### config.mk
export PLATFORM = sky130hd
export DESIGN_NAME = scan_chain_ctrl
export DESIGN_NICKNAME = d
export VERILOG_FILES = /design/src/rtl/scan_ctrl_pkg.sv /design/src/rtl/scan_shift_reg.sv /design/src/rtl/scan_chain_ctrl.sv
export SDC_FILE = /design/constraint.sdc
export NUM_CORES = 1
export LEC_CHECK = 0
export CORE_UTILIZATION = 51
export DETAILED_ROUTE_END_ITERATION = 8
export PLACE_DENSITY = 0.85
export SYNTH_ARGS = -nofsm -noshare
export SYNTH_HDL_FRONTEND = slang
export SYNTH_HIERARCHICAL = 1
export SYNTH_SLANG_ARGS = --single-unit
### constraint.sdc
create_clock -name CLK -period 3 [get_ports CLK]
set_input_delay 0.75 -clock CLK [delete_from_list [all_inputs] [get_ports CLK]]
set_output_delay 0.75 -clock CLK [all_outputs]
set_load 0.05 [all_outputs]
### src/rtl/scan_ctrl_pkg.sv
// Shared types for the scan chain controller: FSM state encoding and a
// decode helper used wherever scan-enable is derived from the state.
package scan_ctrl_pkg;

  typedef enum logic [2:0] {
    ST_IDLE    = 3'd0,
    ST_LOAD    = 3'd1,
    ST_CAPTURE = 3'd2,
    ST_UNLOAD  = 3'd3,
    ST_FINISH  = 3'd4
  } scan_state_e;

  localparam scan_state_e RESET_STATE = ST_IDLE;

  // The chain shifts in exactly these two states.
  function automatic logic is_shift_state(input scan_state_e s);
    return (s == ST_LOAD) || (s == ST_UNLOAD);
  endfunction

endpackage

### src/rtl/scan_shift_reg.sv
// Parallel-load, right-shifting capture register with a saturating shift
// counter; serial data enters at the MSB.
module scan_shift_reg
  import scan_ctrl_pkg::*;
#(
  parameter int CHAIN_LEN = 16,
  parameter int CNT_W     = $clog2(CHAIN_LEN + 1)
) (
  input  logic                 CLK,
  input  logic                 RN,
  input  logic                 load,
  input  logic [CHAIN_LEN-1:0] load_data_i,
  input  logic                 clr_i,
  input  logic                 shift_en,
  input  logic                 ser_in,
  output logic [CHAIN_LEN-1:0] q_o,
  output logic [CNT_W-1:0]     cnt_o
);

  localparam logic [CNT_W-1:0] CNT_MAX = CNT_W'(CHAIN_LEN);

  logic [CHAIN_LEN-1:0] shift_q, shift_d;
  logic [CNT_W-1:0]     cnt_q, cnt_d;

  // Next-state: load has priority over clear, clear over shift.
  always_comb begin
    shift_d = shift_q;
    cnt_d   = cnt_q;
    if (load) begin
      shift_d = load_data_i;
      cnt_d   = '0;
    end else if (clr_i) begin
      cnt_d   = '0;
    end else if (shift_en) begin
      shift_d = {ser_in, shift_q[CHAIN_LEN-1:1]};
      if (cnt_q != CNT_MAX) begin
        cnt_d = cnt_q + CNT_W'(1);
      end else begin
        cnt_d = cnt_q;
      end
    end else begin
      shift_d = shift_q;
      cnt_d   = cnt_q;
    end
  end

  // State registers.
  always_ff @(posedge CLK or negedge RN) begin
    if (!RN) begin
      shift_q <= '0;
      cnt_q   <= '0;
    end else begin
      shift_q <= shift_d;
      cnt_q   <= cnt_d;
    end
  end

  assign q_o   = shift_q;
  assign cnt_o = cnt_q;

endmodule

### src/rtl/scan_chain_ctrl.sv
// Scan chain controller: loads a pattern into an external scan chain, optionally
// pulses one capture cycle, and unloads the chain contents into rdata.
module scan_chain_ctrl
  import scan_ctrl_pkg::*;
#(
  parameter int CHAIN_LEN = 16,
  parameter int CNT_W     = $clog2(CHAIN_LEN + 1)
) (
  input  logic                 CLK,
  input  logic                 RN,
  input  logic                 start,
  input  logic                 capture_en,
  input  logic [CHAIN_LEN-1:0] wdata,
  output logic                 se,
  output logic                 si,
  input  logic                 so,
  output logic                 cap_clk_en,
  output logic                 busy,
  output logic [CHAIN_LEN-1:0] rdata,
  output logic                 done
);

  localparam logic [CNT_W-1:0] LAST_CNT = CNT_W'(CHAIN_LEN - 1);

  scan_state_e          state_q, state_d;
  logic                 cap_q, cap_d;
  logic [CHAIN_LEN-1:0] rdata_q, rdata_d;
  logic                 load_s;
  logic [CHAIN_LEN-1:0] shift_s;
  logic [CNT_W-1:0]     cnt_s;

  scan_shift_reg #(
    .CHAIN_LEN (CHAIN_LEN),
    .CNT_W     (CNT_W)
  ) u_shift (
    .CLK         (CLK),
    .RN          (RN),
    .load        (load_s),
    .load_data_i (wdata),
    .clr_i       (state_q == ST_CAPTURE),
    .shift_en    (is_shift_state(state_q)),
    .ser_in      (so),
    .q_o         (shift_s),
    .cnt_o       (cnt_s)
  );

  // Next-state logic; start is only looked at in IDLE.
  always_comb begin
    state_d = state_q;
    cap_d   = cap_q;
    rdata_d = rdata_q;
    load_s  = 1'b0;
    case (state_q)
      ST_IDLE: begin
        if (start) begin
          state_d = ST_LOAD;
          cap_d   = capture_en;
          load_s  = 1'b1;
        end else begin
          state_d = ST_IDLE;
        end
      end
      ST_LOAD: begin
        if (cnt_s == LAST_CNT) begin
          state_d = cap_q ? ST_CAPTURE : ST_FINISH;
        end else begin
          state_d = ST_LOAD;
        end
      end
      ST_CAPTURE: state_d = ST_UNLOAD;
      ST_UNLOAD: begin
        if (cnt_s == LAST_CNT) begin
          state_d = ST_FINISH;
        end else begin
          state_d = ST_UNLOAD;
        end
      end
      ST_FINISH: begin
        state_d = ST_IDLE;
        rdata_d = shift_s;
      end
      default: state_d = RESET_STATE;
    endcase
  end

  // State, latched capture request and held result.
  always_ff @(posedge CLK or negedge RN) begin
    if (!RN) begin
      state_q <= RESET_STATE;
      cap_q   <= 1'b0;
      rdata_q <= '0;
    end else begin
      state_q <= state_d;
      cap_q   <= cap_d;
      rdata_q <= rdata_d;
    end
  end

  // Outputs decode the state register only; rdata shows the fresh result during FINISH.
  assign se         = is_shift_state(state_q);
  assign si         = (state_q == ST_LOAD) & shift_s[0];
  assign cap_clk_en = (state_q == ST_CAPTURE);
  assign busy       = (state_q != ST_IDLE);
  assign done       = (state_q == ST_FINISH);
  assign rdata      = (state_q == ST_FINISH) ? shift_s : rdata_q;

endmodule

==> results.md, run 1 <==
- Share of layout cells above drive strength 1: 0.4301
- Startpoint Class: flop
- Least-Margin Pin Slew: between 0.8 and 0.9 ns
- Hold Path Class: reg -> reg
- Clock Latency Late Sink: 0.29 ns
- DIE HEIGHT: 65.84 µm
- Grt ovf: 0
- Post-synthesis async set-or-reset flop share: 1.000
- Post-synth EDFFs: 0
- Tot GR Track Use: 0.2042
- N_diodes: 0
- Flops & latches, synth: 41
- Sequential-to-total area share from yosys stat: 0.4937
- Most frequent cells in the layout: 41 x dfrtp_1, 33 x mux2_4, 21 x clkdlybuf4s50_1, 13 x mux2_2, 11 x buf_12
- WP data arrival: just over 2 ns
- Final setup fails: 0
- Core area: around 3800 µm²
- WL/cell: between 15 and 20 µm
- CTS Buf Count: 5
- First-pass GRT wire length: 6382 µm
- Gate Count Post-Synth: 140
- CP required: approximately 2.3 ns
- Pin count of the biggest net entering global routing: 42
- R2R setup slack: 0.77 ns
- Top_reg_cell synth: dfrtp_1
- Final Routed Wirelength: 3835 µm
- Average size of a mapped cell: between 10 and 15 µm²
- RSZ-0062 raised after global routing: no
- Final period utilization: 0.9361
- Min cycle time layout: roughly 2.8 ns
- Vias in the first global route: 1,347
- Initial DRC Count: 36
- Nets@finish: 208
- Std-Cell Rows: 22
- Pwr Density: approximately 970 nW/µm²
- Status: finished clean
- Synth Cell Area: between 2000 and 2500 µm²
- Hold depth: 1
- Final hold violation count: 0
- Dpl hpwl: ~2500 µm
- R2R cell count: 5
- Post-synth net total: approximately 160
- Remaining DRCs: 0
- Power Total: 2609 µW
- Placer Congestion: ~0.77
- CTS resizes: 0
- Fmax: roughly 0.36 GHz
- CP endpoint kind: output port
- Min-Delay Startpoint: rdata_q[4]
- Fill count: 220
- Clock root cell: clkbuf_8
- Post-CTS setup buffers: 0
- Unique masters post-synth: 34
- Buffers added on ports: between 40 and 50
- Vias per cell: approximately 5.4
- Total number of vias: 1,261
- Worst-path fanout max: 11
- Clock sink total: about 40
- Worst-case clock buffer depth: 2
- Initial Utilization: 0.5511
- IO Pins: 42
- TritonCTS clock tree: built
- Relative slew slack: 0.4193
- Min-Delay Endpoint: rdata_q[4]
- Static Leak: about 0.0012 µW
- Reg2reg start: state_q[1]
- Worst R2R End: u_shift/q_o[15]
- CTS Hold Bufs: 0
- Crit path kind: reg -> out
- CTS H-tree depth: 2
- Area Overhead vs Synth: 29.74%
- Reg clk slew, reported paths: ~0.070 ns
- Initial antenna violation count: 0
- Ys Warns: 6
- MaxCap Viol Count: 0
- Die width: approximately 66 µm
- Maximum vdd drop: 0.4746 mV
- Setup TNS after final layout: 0 ns
- Slew Viols, Final: 0
- Worst Skew: approximately 0.0055 ns
- Die area: between 4000 and 5000 µm²
- Number of detailed-route iterations in the first pass: 4
- Commonest non-fill, non-tap cell in the layout: dfrtp_1
- Antenna Nets Post-Route: 0
## registers in the layout (all words and copies together) (netlist names)
name	flops
u_shift/q_o	16
state_q	3
u_shift/cnt_o	5
rdata_q	16
cap_q	1
## kinds of logic after synthesis
family,Yosys count,share of synthesized area
multiplexers,48,0.3197
AND/OR/NAND/NOR,25,0.08249
XOR/XNOR,2,0.008430
AO/OA/AOI/OAI,11,0.03974
buffers and inverters,11,0.04395
flip-flops,41,0.4937
adder cells (fa/ha/maj),2,0.01204
## power breakdown
part	internal, µW	switching, µW
sequential	762	186
combinational	704	569
clock	208	181
## per-stage QoR
step                hold WS [ns]  instance area (µm²)  cells  utilization  setup slack (ns)
global route              0.5232                 2696    234       0.7150           0.07621
floorplan                 0.4544                 2078    140            -           0.05381
detailed placement        0.4924                 2592    226       0.6875            0.3619
finish                    0.5074                 2696    234       0.7150            0.1916
global placement          0.4796                 2592    226       0.6875            0.4154
CTS                       0.5117                 2694    234       0.7143           0.04417
## synthesized netlist by cell type (all sizes together), types with 2 or more instances
library cell  instances  area share
nand3                 2      0.0048
o21ai                 4      0.0096
nor2                  2      0.0036
inv                   5      0.0090
buf                   6       0.035
dfrtp                41        0.49
ha                    2       0.012
mux2                 48        0.32
nor3b                 3       0.016
a21oi                 2       0.010
nand4                 2      0.0060
nor2b                 2      0.0060
nor3                  4      0.0096
a21boi                2      0.0072
xor2                  2      0.0084
nand2                 2      0.0036
## worst max-delay path: stages (launching register included)
cell and delay [ns]:
dfrtp_1 0.45, and2b_1 0.45, clkdlybuf4s50_1 0.87
## worst max path at each step
stage / from / to / slack, ns / cells past startpoint
2_1_floorplan: state_q[1] / u_shift/q_o[10] / 0.05 / 6
3_3_place_gp: state_q[2] / si / 0.42 / 3
3_5_place_dp: state_q[2] / si / 0.36 / 3
4_1_cts: state_q[2] / si / 0.04 / 3
5_1_grt: state_q[0] / se / 0.08 / 2
6_report: state_q[2] / se / 0.19 / 2
## per-layer routing
metal	up-vias	wire [µm]	GRT usage
met1	626	1747	0.2651
met4	0	13	0.05163
met2	40	1898	0.3214
li1	593	-	-
met3	2	175	0.07586
met5	-	0	0
## area by class of cell
cell class	instances	area, µm²	share of cell area
Clock buffer	7	96.34	0.03573
Clock inverter	1	5.005	0.001856
Inverter	5	18.77	0.006961
Multi-Input combinational cell	88	967.2	0.3587
Sequential cell	41	1026	0.3805
Tap cell	48	60.06	0.02227
Timing Repair Buffer	44	523.0	0.1940
Note: power is estimated with default switching activity, not from simulation.
==> inputs of run 2 (changes only) <==
--- a/config.mk
+++ b/config.mk
@@ -7,6 +7,7 @@
 export LEC_CHECK = 0
 export CORE_UTILIZATION = 51
 export DETAILED_ROUTE_END_ITERATION = 8
+export GPL_TIMING_DRIVEN = 1
 export PLACE_DENSITY = 0.85
 export SYNTH_ARGS = -nofsm -noshare
 export SYNTH_HDL_FRONTEND = slang
==> results of run 2 <==
Final layout, timing and power as in run 1 (identical DEF).
==> inputs of run 3 (changes only) <==
--- a/config.mk
+++ b/config.mk
@@ -5,10 +5,10 @@
 export SDC_FILE = /design/constraint.sdc
 export NUM_CORES = 1
 export LEC_CHECK = 0
-export CORE_UTILIZATION = 51
+export CORE_UTILIZATION = 55
 export DETAILED_ROUTE_END_ITERATION = 8
 export GPL_TIMING_DRIVEN = 1
-export PLACE_DENSITY = 0.85
+export PLACE_DENSITY = 0.91
 export SYNTH_ARGS = -nofsm -noshare
 export SYNTH_HDL_FRONTEND = slang
 export SYNTH_HIERARCHICAL = 1
==> constraint.sdc (replaced) <==
create_clock -name CLK -period 3.34 [get_ports CLK]
set_input_delay 0.835 -clock CLK [delete_from_list [all_inputs] [get_ports CLK]]
set_output_delay 0.835 -clock CLK [all_outputs]
set_load 0.05 [all_outputs]
==> run 3 against run 2 <==
- clock skew decreased by 0.0040 ns
- setup slack improved by 0.056 ns
- routed wire length increased by 16%
- clock-buffer cell count unchanged
- die area decreased by 7.1%
- critical path type unchanged
- largest power group unchanged
- highest routed layer unchanged
==> results.md, run 3 (same netlist as run 1, synthesis figures left out) <==
- Status: finished clean
- Core area: 3468 µm² (-8.0%)
- Min cycle time layout: 3.092 ns
- Total number of vias: 1,287 (+2.1%)
- Worst Skew: 0.001551 ns (-0.003975 ns)
- Std-Cell Rows: 21 (-4.5%)
- CTS Hold Bufs: 0 (unchanged)
- Buf/Inv on CP: 1 (unchanged)
- Pin count of the biggest net entering global routing: 42 (unchanged)
- CTS H-tree depth: 2 (unchanged)
- WP data arrival: 2.26 ns (+0.20 ns)
- CTS Buf Count: 5 (unchanged)
- Antenna Nets Post-Route: 0 (unchanged)
- Clock Latency Late Sink: 0.29 ns (about the same)
- Tot GR Track Use: 0.2465 (+0.04231)
- Slew Viols, Final: 0 (unchanged)
- Share of layout cells above drive strength 1: 0.4225 (-0.007648)
- N_diodes: 0 (unchanged)
- RSZ-0062 raised after global routing: no
- CP max stage delay: 0.80 ns (-0.07 ns)
- CP required: 2.50 ns (+0.25 ns)
- Min-Delay Startpoint: rdata_q[0]
- TritonCTS clock tree: built
- Initial DRC Count: 46 (+28%)
- WL/cell: 19.12 µm (+17%)
- Fill count: 216 (-1.8%)
- First-pass GRT wire length: 7286 µm (+14%)
- IO Pins: 42 (unchanged)
- Fin util: 0.7760 (+0.06098)
- Crit path kind: reg -> out
- Maximum vdd drop: 0.6463 mV (+36%)
- Dpl hpwl: 3080 µm (+22%)
- Most frequent cells in the layout: 41 x dfrtp_1, 33 x mux2_4, 23 x clkdlybuf4s50_1, 13 x mux2_2, 12 x buf_4
- Final Routed Wirelength: 4454 µm (+16%)
- Final hold violation count: 0 (unchanged)
- Vias per cell: 5.524 (+2.5%)
- Pwr Density: 902.6 nW/µm² (-6.7%)
- Placer Congestion: 0.8538 (+10%)
- Worst-path fanout max: 11 (unchanged)
- Die area: 4028 µm² (-7.1%)
- Startpoint Class: flop
- Relative slew slack: 0.3969 (-0.02241)
- Fmax: around 0.32 GHz
- Final period utilization: 0.9259
- Die width: 63.47 µm (-3.6%)
- Worst R2R End: u_shift/q_o[1]
- Number of detailed-route iterations in the first pass: 4 (unchanged)
- Slowest-stage cell, CP: clkdlybuf4s50_1
- Static Leak: 0.001224 µW (-0.75%)
- Worst-case clock buffer depth: 2 (unchanged)
- Clock sink total: 41 (unchanged)
- Remaining DRCs: 0 (unchanged)
- Clock root cell: clkbuf_8
- Least-Margin Pin Slew: 0.9046 ns (+0.03361 ns)
- Nets@finish: 209 (+0.48%)
- CP endpoint kind: output port
- Area Overhead vs Synth: 29.50%
- Post-CTS setup buffers: 0 (unchanged)
- Hold Path Class: reg -> reg
- CTS resizes: 0 (unchanged)
- Reg2reg start: state_q[1]
- Commonest non-fill, non-tap cell in the layout: dfrtp_1
- Setup WS post-layout: 0.2476 ns (+0.05601 ns)
- Min-Delay Endpoint: rdata_q[0]
- Initial Utilization: 0.5992 (+0.04811)
- CP Cell Sequence: and2b_1, and3b_1, clkdlybuf4s50_1
- DP Worst Slack: 0.5700 ns (+0.2081 ns)
- R2R setup slack: 1.22 ns (+0.45 ns)
- Initial antenna violation count: 0 (unchanged)
- Reg clk slew, reported paths: 0.07 ns (about the same)
- MaxCap Viol Count: 0 (unchanged)
- Grt ovf: 0 (unchanged)
- Vias in the first global route: 1,388 (+3.0%)
- R2R cell count: 5 (unchanged)
- Setup TNS after final layout: 0 ns (unchanged)
- Final setup fails: 0 (unchanged)
- Buffers added on ports: 41 (unchanged)
- DIE HEIGHT: 63.47 µm (-3.6%)
- Hold depth: 1 (unchanged)
- CP top delay family: buffers and inverters
run 3: cell count changes in the layout (fill, tap and decap cells not counted):
cell and delta:
clkinv_2 -1, clkdlybuf4s50_1 +2, buf_12 -2, bufinv_16 +1
clkbuf_1 +1, clkbuf_8 -1, buf_4 +2, dlymetal6s2s_1 -1
run 3: metal layers:
layer  part of all wire  track usage  wire (µm)  up-vias
li1                   -            -          -      589
met1               0.44       0.3071       1949      658
met2               0.51       0.4149       2271       33
met3              0.035      0.06341        157        7
met4              0.017      0.07955         74        0
met5                  0            0          0        -
run 3: how the worst max path moves through the flow:
stage / from / to / slack [ns] / cells after the start
final: state_q[2] / si / 0.25 / 3
after global routing: state_q[2] / si / 0.15 / 3
after CTS: state_q[2] / si / 0.26 / 3
after detailed placement: start / u_shift/q_o[4] / 0.57 / 6
after global placement: state_q[2] / si / 0.61 / 3
after floorplan: state_q[1] / u_shift/q_o[10] / 0.39 / 6
run 3: final cells by class:
cell class              count  area [µm²]  area share
flip-flops and latches     41        1026      0.3812
multi-input cells          88       967.2      0.3594
repair buffers             45       505.5      0.1878
clock buffers               7       86.33     0.03208
well taps                  46       57.56     0.02139
clock inverters             1       30.03     0.01116
inverters                   5       18.77    0.006974
run 3: worst register-to-register path, stage by stage, from the launching register on:
cell	delay [ns]
dfrtp_1	0.53
nor3b_1	0.26
buf_4	0.18
inv_2	0.05
a21oi_4	0.57
mux2_2	0.42
run 3: stage by stage:
| step | hold WS [ns] | instances | cell area [µm²] | total power [µW] |
|---|---|---|---|---|
| floorplan | 0.4800 | 140 | 2078 | 1698 |
| global placement | 0.4799 | 225 | 2575 | 1932 |
| detailed placement | 0.4869 | 225 | 2575 | 2008 |
| CTS | 0.5056 | 233 | 2691 | 2434 |
| global route | 0.5267 | 233 | 2691 | 2552 |
| finish | 0.4996 | 233 | 2691 | 2429 |
run 3: report_power, final:
part           switching, µW  total (µW)  leakage (µW)  internal (µW)
combinational            529        1160      0.000647            628
clock                    166         409     0.0000585            244
sequential               179         863      0.000519            684
total                    873        2430       0.00122           1560
